==> config.mk <==
export PLATFORM = sky130hd
export DESIGN_NAME = nx_fifo_ctrl_prog
export DESIGN_NICKNAME = d
export VERILOG_FILES = /design/src/rtl/nx_fifo_pkg.sv /design/src/rtl/nx_wrap_ptr.sv /design/src/rtl/nx_fifo_ctrl_prog.sv
export SDC_FILE = /design/constraint.sdc
export NUM_CORES = 1
export LEC_CHECK = 0
export BUFFER_PORTS_ARGS = -buffer_cell sky130_fd_sc_hd__buf_4
export CAP_MARGIN = 30
export CORE_MARGIN = 2
export CORE_UTILIZATION = 40
export DETAILED_ROUTE_END_ITERATION = 10
export GPL_TIMING_DRIVEN = 0
export PLACE_DENSITY = 0.66
export SLEW_MARGIN = 20
export SYNTH_ARGS = -nofsm -noshare
export SYNTH_HDL_FRONTEND = slang
export SYNTH_SLANG_ARGS = --single-unit
==> constraint.sdc <==
create_clock -name clk -period 5.55 [get_ports clk]
set_input_delay 1.11 -clock clk [delete_from_list [all_inputs] [get_ports clk]]
set_output_delay 1.11 -clock clk [all_outputs]
set_load 0.05 [all_outputs]
==> src/rtl/nx_fifo_pkg.sv <==
// nx_fifo_pkg: shared width helpers and DEPTH legality check
// for the programmable FIFO controller.
package nx_fifo_pkg;

  function automatic int aw_of(input int depth);
    return (depth <= 2) ? 1 : $clog2(depth);
  endfunction

  function automatic int cw_of(input int depth);
    return $clog2(depth + 1);
  endfunction

  function automatic bit depth_ok(input int depth);
    return (depth >= 2) && (depth <= 1024);
  endfunction

endpackage

==> src/rtl/nx_wrap_ptr.sv <==
// nx_wrap_ptr: pointer register that wraps DEPTH-1 -> 0.
// Ports: clk, rst_n, clr (sync flush), inc (advance), ptr.
module nx_wrap_ptr
  import nx_fifo_pkg::*;
#(
  parameter int DEPTH = 4,
  parameter int AW    = aw_of(DEPTH)
) (
  input  logic          clk,
  input  logic          rst_n,
  input  logic          clr,
  input  logic          inc,
  output logic [AW-1:0] ptr
);

  localparam logic [AW-1:0] LAST = AW'(DEPTH - 1);

  logic [AW-1:0] r_ptr;

  always_ff @(posedge clk or negedge rst_n) begin
    if (!rst_n) begin
      r_ptr <= '0;
    end else if (clr) begin
      r_ptr <= '0;
    end else if (inc) begin
      // explicit wrap: DEPTH need not be a power of two
      r_ptr <= (r_ptr == LAST) ? '0 : r_ptr + AW'(1);
    end
  end

  assign ptr = r_ptr;

endmodule

==> src/rtl/nx_fifo_ctrl_prog.sv <==
// nx_fifo_ctrl_prog: FIFO control with pointers, counts, flags,
// programmable watermarks, sticky errors and high-water mark.
// Ports: clk, rst_n, wen, ren, clear, af/ae_thresh, err_clr,
// hwm_clr in; accepts, ptrs, counts, flags, errors, hwm out.
module nx_fifo_ctrl_prog
  import nx_fifo_pkg::*;
#(
  parameter  int DEPTH = 4,
  localparam int AW    = aw_of(DEPTH),
  localparam int CW    = cw_of(DEPTH)
) (
  input  logic          clk,
  input  logic          rst_n,
  input  logic          wen,
  input  logic          ren,
  input  logic          clear,
  input  logic [CW-1:0] af_thresh,
  input  logic [CW-1:0] ae_thresh,
  input  logic          err_clr,
  input  logic          hwm_clr,
  output logic          wr_accept,
  output logic          rd_accept,
  output logic [AW-1:0] wptr,
  output logic [AW-1:0] rptr,
  output logic [CW-1:0] used_slots,
  output logic [CW-1:0] free_slots,
  output logic          empty,
  output logic          full,
  output logic          almost_empty,
  output logic          almost_full,
  output logic          overflow,
  output logic          underflow,
  output logic          overflow_err,
  output logic          underflow_err,
  output logic [CW-1:0] hwm
);

  if (!depth_ok(DEPTH)) begin : g_bad_depth
    $error("nx_fifo_ctrl_prog: DEPTH must be 2..1024");
  end

  localparam logic [CW-1:0] DEP = CW'(DEPTH);

  logic [CW-1:0] r_used;
  logic [CW-1:0] r_free;
  logic          r_empty;
  logic          r_full;
  logic          r_ae;
  logic          r_af;
  logic          r_oerr;
  logic          r_uerr;
  logic [CW-1:0] r_hwm;

  logic          w_wr_acc;
  logic          w_rd_acc;
  logic          w_ovf;
  logic          w_udf;
  logic [CW-1:0] w_used_next;

  assign w_wr_acc = wen & ~r_full;
  assign w_rd_acc = ren & ~r_empty;
  assign w_ovf    = wen & r_full;
  assign w_udf    = ren & r_empty;

  always_comb begin
    w_used_next = r_used;
    if (clear) begin
      w_used_next = '0;
    end else begin
      w_used_next = r_used + CW'(w_wr_acc) - CW'(w_rd_acc);
    end
  end

  nx_wrap_ptr #(.DEPTH(DEPTH), .AW(AW)) u_wptr (
    .clk   (clk),
    .rst_n (rst_n),
    .clr   (clear),
    .inc   (w_wr_acc),
    .ptr   (wptr)
  );

  nx_wrap_ptr #(.DEPTH(DEPTH), .AW(AW)) u_rptr (
    .clk   (clk),
    .rst_n (rst_n),
    .clr   (clear),
    .inc   (w_rd_acc),
    .ptr   (rptr)
  );

  always_ff @(posedge clk or negedge rst_n) begin
    if (!rst_n) begin
      r_used  <= '0;
      r_free  <= DEP;
      r_empty <= 1'b1;
      r_full  <= 1'b0;
      r_ae    <= 1'b1;
      r_af    <= 1'b0;
    end else if (clear) begin
      r_used  <= '0;
      r_free  <= DEP;
      r_empty <= 1'b1;
      r_full  <= 1'b0;
      r_ae    <= 1'b1;
      r_af    <= 1'b0;
    end else begin
      r_used  <= w_used_next;
      r_free  <= DEP - w_used_next;
      r_empty <= (w_used_next == '0);
      r_full  <= (w_used_next == DEP);
      r_ae    <= (w_used_next <= ae_thresh);
      r_af    <= (w_used_next >= af_thresh);
    end
  end

  // set beats clear when both land in the same cycle
  always_ff @(posedge clk or negedge rst_n) begin
    if (!rst_n) begin
      r_oerr <= 1'b0;
      r_uerr <= 1'b0;
    end else begin
      r_oerr <= w_ovf | (r_oerr & ~err_clr);
      r_uerr <= w_udf | (r_uerr & ~err_clr);
    end
  end

  // hwm_clr restarts from current occupancy, not zero
  always_ff @(posedge clk or negedge rst_n) begin
    if (!rst_n) begin
      r_hwm <= '0;
    end else if (hwm_clr) begin
      r_hwm <= w_used_next;
    end else if (w_used_next > r_hwm) begin
      r_hwm <= w_used_next;
    end
  end

  assign wr_accept     = w_wr_acc;
  assign rd_accept     = w_rd_acc;
  assign used_slots    = r_used;
  assign free_slots    = r_free;
  assign empty         = r_empty;
  assign full          = r_full;
  assign almost_empty  = r_ae;
  assign almost_full   = r_af;
  assign overflow      = w_ovf;
  assign underflow     = w_udf;
  assign overflow_err  = r_oerr;
  assign underflow_err = r_uerr;
  assign hwm           = r_hwm;

endmodule

# --- Word-level counts from Yosys, hierarchy flattened ---
# Cells that the tools add are included.
op_classes:
  n_lt_le_gt_ge: 3
  reduce_logical: 4
  bitwise: 11
  muxes: 15
  addsub: 5
  n_eq_ne: 3
ops:
  columns: ["operator", "n"]
  rows:
  - ["3-bit two-way mux", 5]
  - ["2-bit two-way mux", 6]
  - ["1-bit AND", 6]
  - ["2-bit nonzero test", 3]
  - ["2-bit by 1-bit adder with 2-bit output (second input constant)", 2]
  - ["2-bit == test (second input constant)", 2]
  - ["1-bit two-way mux", 4]
  - ["3-bit by 1-bit adder with 3-bit output", 1]
  - ["3-bit == test (second input constant)", 1]
  - ["3-bit greater-or-equal comparator", 1]
  - ["3-bit greater-than comparator", 1]
  - ["3-bit <= comparator", 1]
  - ["3-bit zero test", 1]
  - ["1-bit inverter", 3]
  - ["3-bit by 1-bit subtractor with 3-bit output", 1]
  - ["3-bit subtractor (first input constant)", 1]
  - ["1-bit OR", 2]
word_totals:
  out_inout_bits: 23
  ff_bits: 19

# --- Longest topological paths before layout ---
depth:
  ltp_word: 8
  depth_mapped: 15

# --- Hierarchy ---
# A second synthesis with hierarchy kept.
unflattened:
  cells_unflattened: 90
  hier_area_um2: 1037.2
modules_own_cells:
  columns: ["mod", "area_each_um2", "cells_each", "seq_area_each_um2", "instances"]
  rows:
  - ["nx_fifo_ctrl_prog", 837.1, 74, 354.1, 1]
  - ["nx_wrap_ptr", 100.1, 8, 50.0, 2]

# --- Least setup slack after synthesis ---
# Ideal clock, no wire load.
synth_timing:
  path_kind: "input-to-reg"
  startpoint: "input port wen"
  endpoint: "register r_hwm[2] (netlist: hwm[2])"
  path_buffers: 0
  stages: 12
  setup_slack_ns: 1.316
  t_arrival_ns: 4.109
  setup_ns: 0.125
  path_cell_list: "nor2b_1 > ha_1 > inv_1 > fa_1 > xor2_1 > xnor2_1 > nor2_2 > ha_1 > nand3_1 > o21ai_0 > o21bai_2 > mux2_2"
synth_via:
  elab_chain_len: 6
synth_rtl:
  columns: ["item", "line_no", "source"]
  rows:
  - ["from (decl)", "nx_fifo_ctrl_prog.sv:14", "input logic wen,"]
  - ["1-bit AND (*)", "nx_fifo_ctrl_prog.sv:60", "assign w_wr_acc = wen & ~r_full;"]
  - ["3-bit by 1-bit adder with 3-bit output (*)", "nx_fifo_ctrl_prog.sv:70", "w_used_next = r_used + CW'(w_wr_acc) - CW'(w_rd_acc);"]
  - ["3-bit by 1-bit subtractor with 3-bit output (*)", "nx_fifo_ctrl_prog.sv:70", null]
  - ["3-bit two-way mux (*)", "nx_fifo_ctrl_prog.sv:67", "if (clear) begin"]
  - ["via w_used_next[2]", "nx_fifo_ctrl_prog.sv:58", "logic [CW-1:0] w_used_next;"]
  - ["3-bit greater-than comparator / 3-bit two-way mux (equally long branches)", "nx_fifo_ctrl_prog.sv:132", "end else if (w_used_next > r_hwm) begin"]
  - ["2-bit nonzero test (no line) / 3-bit two-way mux (equally long branches)", null, null]
  - ["to (signal assigned)", "nx_fifo_ctrl_prog.sv:131", "r_hwm <= w_used_next;"]
  - ["to (signal assigned)", "nx_fifo_ctrl_prog.sv:133", "r_hwm <= w_used_next;"]
  - ["to (decl)", "nx_fifo_ctrl_prog.sv:52", "logic [CW-1:0] r_hwm;"]
# Mark *: on every way through the listed nets, which the timed path passes. The rest lies on a longest branch. The select of a mux whose other input is x is not followed.
# A chain may end at the register's enable or synchronous reset.

# --- Worst setup path in the final report ---
layout_timing:
  startpoint: "input port ren"
  endpoint: "register r_hwm[2] (netlist: hwm[2])"
layout_via:
  elab_chain_len: 5
layout_rtl:
  columns: ["item", "line_no", "source"]
  rows:
  - ["from (decl)", "nx_fifo_ctrl_prog.sv:15", "input logic ren,"]
  - ["1-bit AND (*)", "nx_fifo_ctrl_prog.sv:61", "assign w_rd_acc = ren & ~r_empty;"]
  - ["3-bit by 1-bit subtractor with 3-bit output (*)", "nx_fifo_ctrl_prog.sv:70", null]
  - ["3-bit two-way mux (*)", "nx_fifo_ctrl_prog.sv:67", null]
  - ["via w_used_next[2]", "nx_fifo_ctrl_prog.sv:58", null]
  - ["3-bit greater-than comparator / 3-bit two-way mux (equally long branches)", "nx_fifo_ctrl_prog.sv:132", null]
  - ["2-bit nonzero test (no line) / 3-bit two-way mux (equally long branches)", null, null]
# Marks and branches as above.

==> flow_summary.yaml <==
run_status:
  outcome: "completed"
synthesis:
  synth_sequential_area_ratio_pct: 45.2
  synth_area_per_cell_um2: 10.9
  synth-seq-cells: 18
  synthesis.nets: 121
  syn_inst: 92
  synthDistinctLibCells: 29
  synth_warnings: 0
  synth.cell_area_um2: 1000
min_path:
  min_delay_worst_endpoint: "overflow_err"
  min_path_cells: 1
  hold_class: "flop to flop"
  min_from: "overflow_err"
power:
  power_w: 0.000772
  ir_worst_vdd_mv: 0.306
  powerDensity_nw_per_um2: 576
  p_leak_nw: 0.752
die:
  num_rows: 18
  core_um2: 2430
  boundaryPins: 36
  fp.dieArea_um2: 2930
  initial_core_util_pct: 41.3
  die_w_um: 54.1
  die_y_um: 54.1
global_route:
  grt_usage_pct: 14.4
  grt_max_degree: 19
  grt_pass1_wl_mm: 2.96
  grt-ovfl-total: 0
  antenna_found_initial: 0
  grt_pass1_vias: 715
clock_tree:
  clockRootBuffer: "clkbuf_4"
  cts_tree: "built"
  htree_levels: 1
  cts.clk_slew.worst_paths_ns: 0.10
  clkSinkCount: 18
  cts_buffers: 3
  ctsResizeCount: 0
  cts-hold-fix-buffers: 0
  clk_latency_ns: 0.29
  post_cts_buffers: 0
  cts_buffer_depth: 2
sta:
  tns_ns: 0
  relSlewSlack_pct: 69.7
  fin_crit_ns: 3.76
  max_freq_mhz: 266
  finalClockSkew_ns: 0.00127
  rsz0062_at_grt: "false"
  hold_viol_final: 0
  period_share_pct: 67.8
  finalMaxSlewViolations: 0
  setup_viol: 0
  fin_ws_ns: 1.79
  hold_slack_ns: 0.486
  worst_slew_pin_slew_ns: 0.454
route:
  drtIter0Drc: 8
  wl_mm: 1.86
  vias_per_cell: 4.71
  drc_errors: 0
  num_vias: 758
  drtAntennaViolNets: 0
  wl_per_cell_um: 11.6
  dr.pass1.iters: 2
worst_setup_path:
  critPathArrivalTime_ns: 3.95
  crit_required_ns: 5.74
  start_kind: "primary input"
  reg2reg_to: "hwm[2]"
  cp-end-kind: "flop"
  ff2ff_setup_slack_ns: 2.12
  critPathKind: "primary input to flop"
  r2r_cells: 15
  timing.rr.start: "empty"
  critical_path.max_fanout: 7
final_layout:
  antenna_cells: 0
  fin_nets: 161
  areaGrowthSynthToFinish_pct: 33.5
  fillers: 225
  drive_gt1_share_pct: 37.4
placed_design:
  gp_congestion: 0.658
  port_buffers: 35
  dp_hpwl_mm: 1.51
  pre_cts_ws_ns: 1.44
flow_run:
  drv_cap: 0
Yosys cell counts:
library cell,count,area share (%)
a21o_1,3,2.2
a21oi_1,3,1.5
a31oi_1,1,0.62
and2_1,2,1.2
buf_4,1,0.75
clkbuf_1,1,0.37
dfrtp_1,15,37
dfstp_2,3,7.8
fa_1,1,2.0
ha_1,15,19
inv_1,14,5.2
mux2_1,1,1.1
mux2_2,1,1.1
mux2i_1,1,1.0
nand2_1,3,1.1
nand2b_1,4,2.5
nand3_1,1,0.50
nor2_1,5,1.9
nor2_2,1,0.62
nor2b_1,4,2.5
nor2b_4,1,1.4
nor3_1,1,0.50
nor3_2,1,1.0
o21a_1,1,0.75
o21ai_0,2,1.0
o21bai_2,1,1.1
or2_2,1,0.62
xnor2_1,2,1.7
xor2_1,2,1.7
power by group:
| group | switching, W | internal (W) |
|---|---|---|
| sequential | 0.0000250 | 0.000177 |
| combinational | 0.000311 | 0.000178 |
| clock | 0.0000403 | 0.0000400 |
| total | 0.000377 | 0.000396 |
worst max-delay path by stage:
| stage | startpoint | end | slack (ns) | depth (start not counted) |
|---|---|---|---|---|
| CTS | ren | hwm[2] | 1.76 | 16 |
| global route | ren | hwm[2] | 1.61 | 16 |
| detailed placement | ren | hwm[2] | 1.44 | 16 |
| floorplan | wen | hwm[2] | 1.32 | 12 |
| finish | ren | hwm[2] | 1.79 | 16 |
| global placement | ren | hwm[2] | 1.51 | 16 |
placed cells by master (no fill, tap or decap), types with 4 or more instances in the layout:
cell type   n
buf_4      36
dfrtp_1    15
ha_1       15
inv_1      14
nand2b_1    4
nor2_1      5
nor2b_1     4
critical path: stages:
cell	delay, ns
buf_4	0.11
nand2b_1	0.12
inv_1	0.10
ha_1	0.29
inv_1	0.06
ha_1	0.13
inv_1	0.05
fa_1	0.37
xor2_1	0.16
xnor2_1	0.13
nor2_2	0.28
ha_1	0.31
nand3_1	0.08
o21ai_0	0.09
o21bai_2	0.20
mux2_2	0.35
layer usage:
layer,wire length (um),share of wire (%),GRT usage [%],vias up
met4,15,0.81,6.25,0
met1,801,43,16.7,357
li1,-,-,-,374
met2,925,50,25.6,25
met3,119,6.4,2.50,2
met5,0,0,0,-
per-stage QoR:
step	util [%]	instances	area [um2]
floorplan	-	92	1000
global placement	53.7	157	1310
detailed placement	53.7	157	1310
CTS	55.1	161	1340
global route	55.1	161	1340
finish	55.1	161	1340
cell families (layout without fill, tap and decap cells):
| family | count (synthesis) | in the layout | synth area share, % |
|---|---|---|---|
| buf+inv | 16 | 55 | 6.35 |
| fa+ha+maj | 16 | 16 | 20.7 |
| compound gates | 11 | 11 | 7.22 |
| xor+xnor | 4 | 4 | 3.49 |
| flops | 18 | 18 | 45.2 |
| mux | 3 | 3 | 3.24 |
| simple gates | 24 | 24 | 13.8 |
state kept, by name, summed over array words and instances, names as in the netlist:
name / flops
overflow_err: 1
underflow_err: 1
almost_full: 1
free_slots: 3
almost_empty: 1
hwm: 3
u_wptr.ptr: 2
u_rptr.ptr: 2
used_slots: 2
empty: 1
full: 1
layout make-up:
type	instances	area, um2	area share (%)
Timing Repair Buffer	35	263	19.6
Multi-Input combinational cell	58	487	36.3
Tap cell	30	37.5	2.80
Sequential cell	18	454	33.9
Inverter	14	52.6	3.92
Buffer	2	11.3	0.840
Clock buffer	4	36.3	2.71
Power figures use the tool's default switching activity.
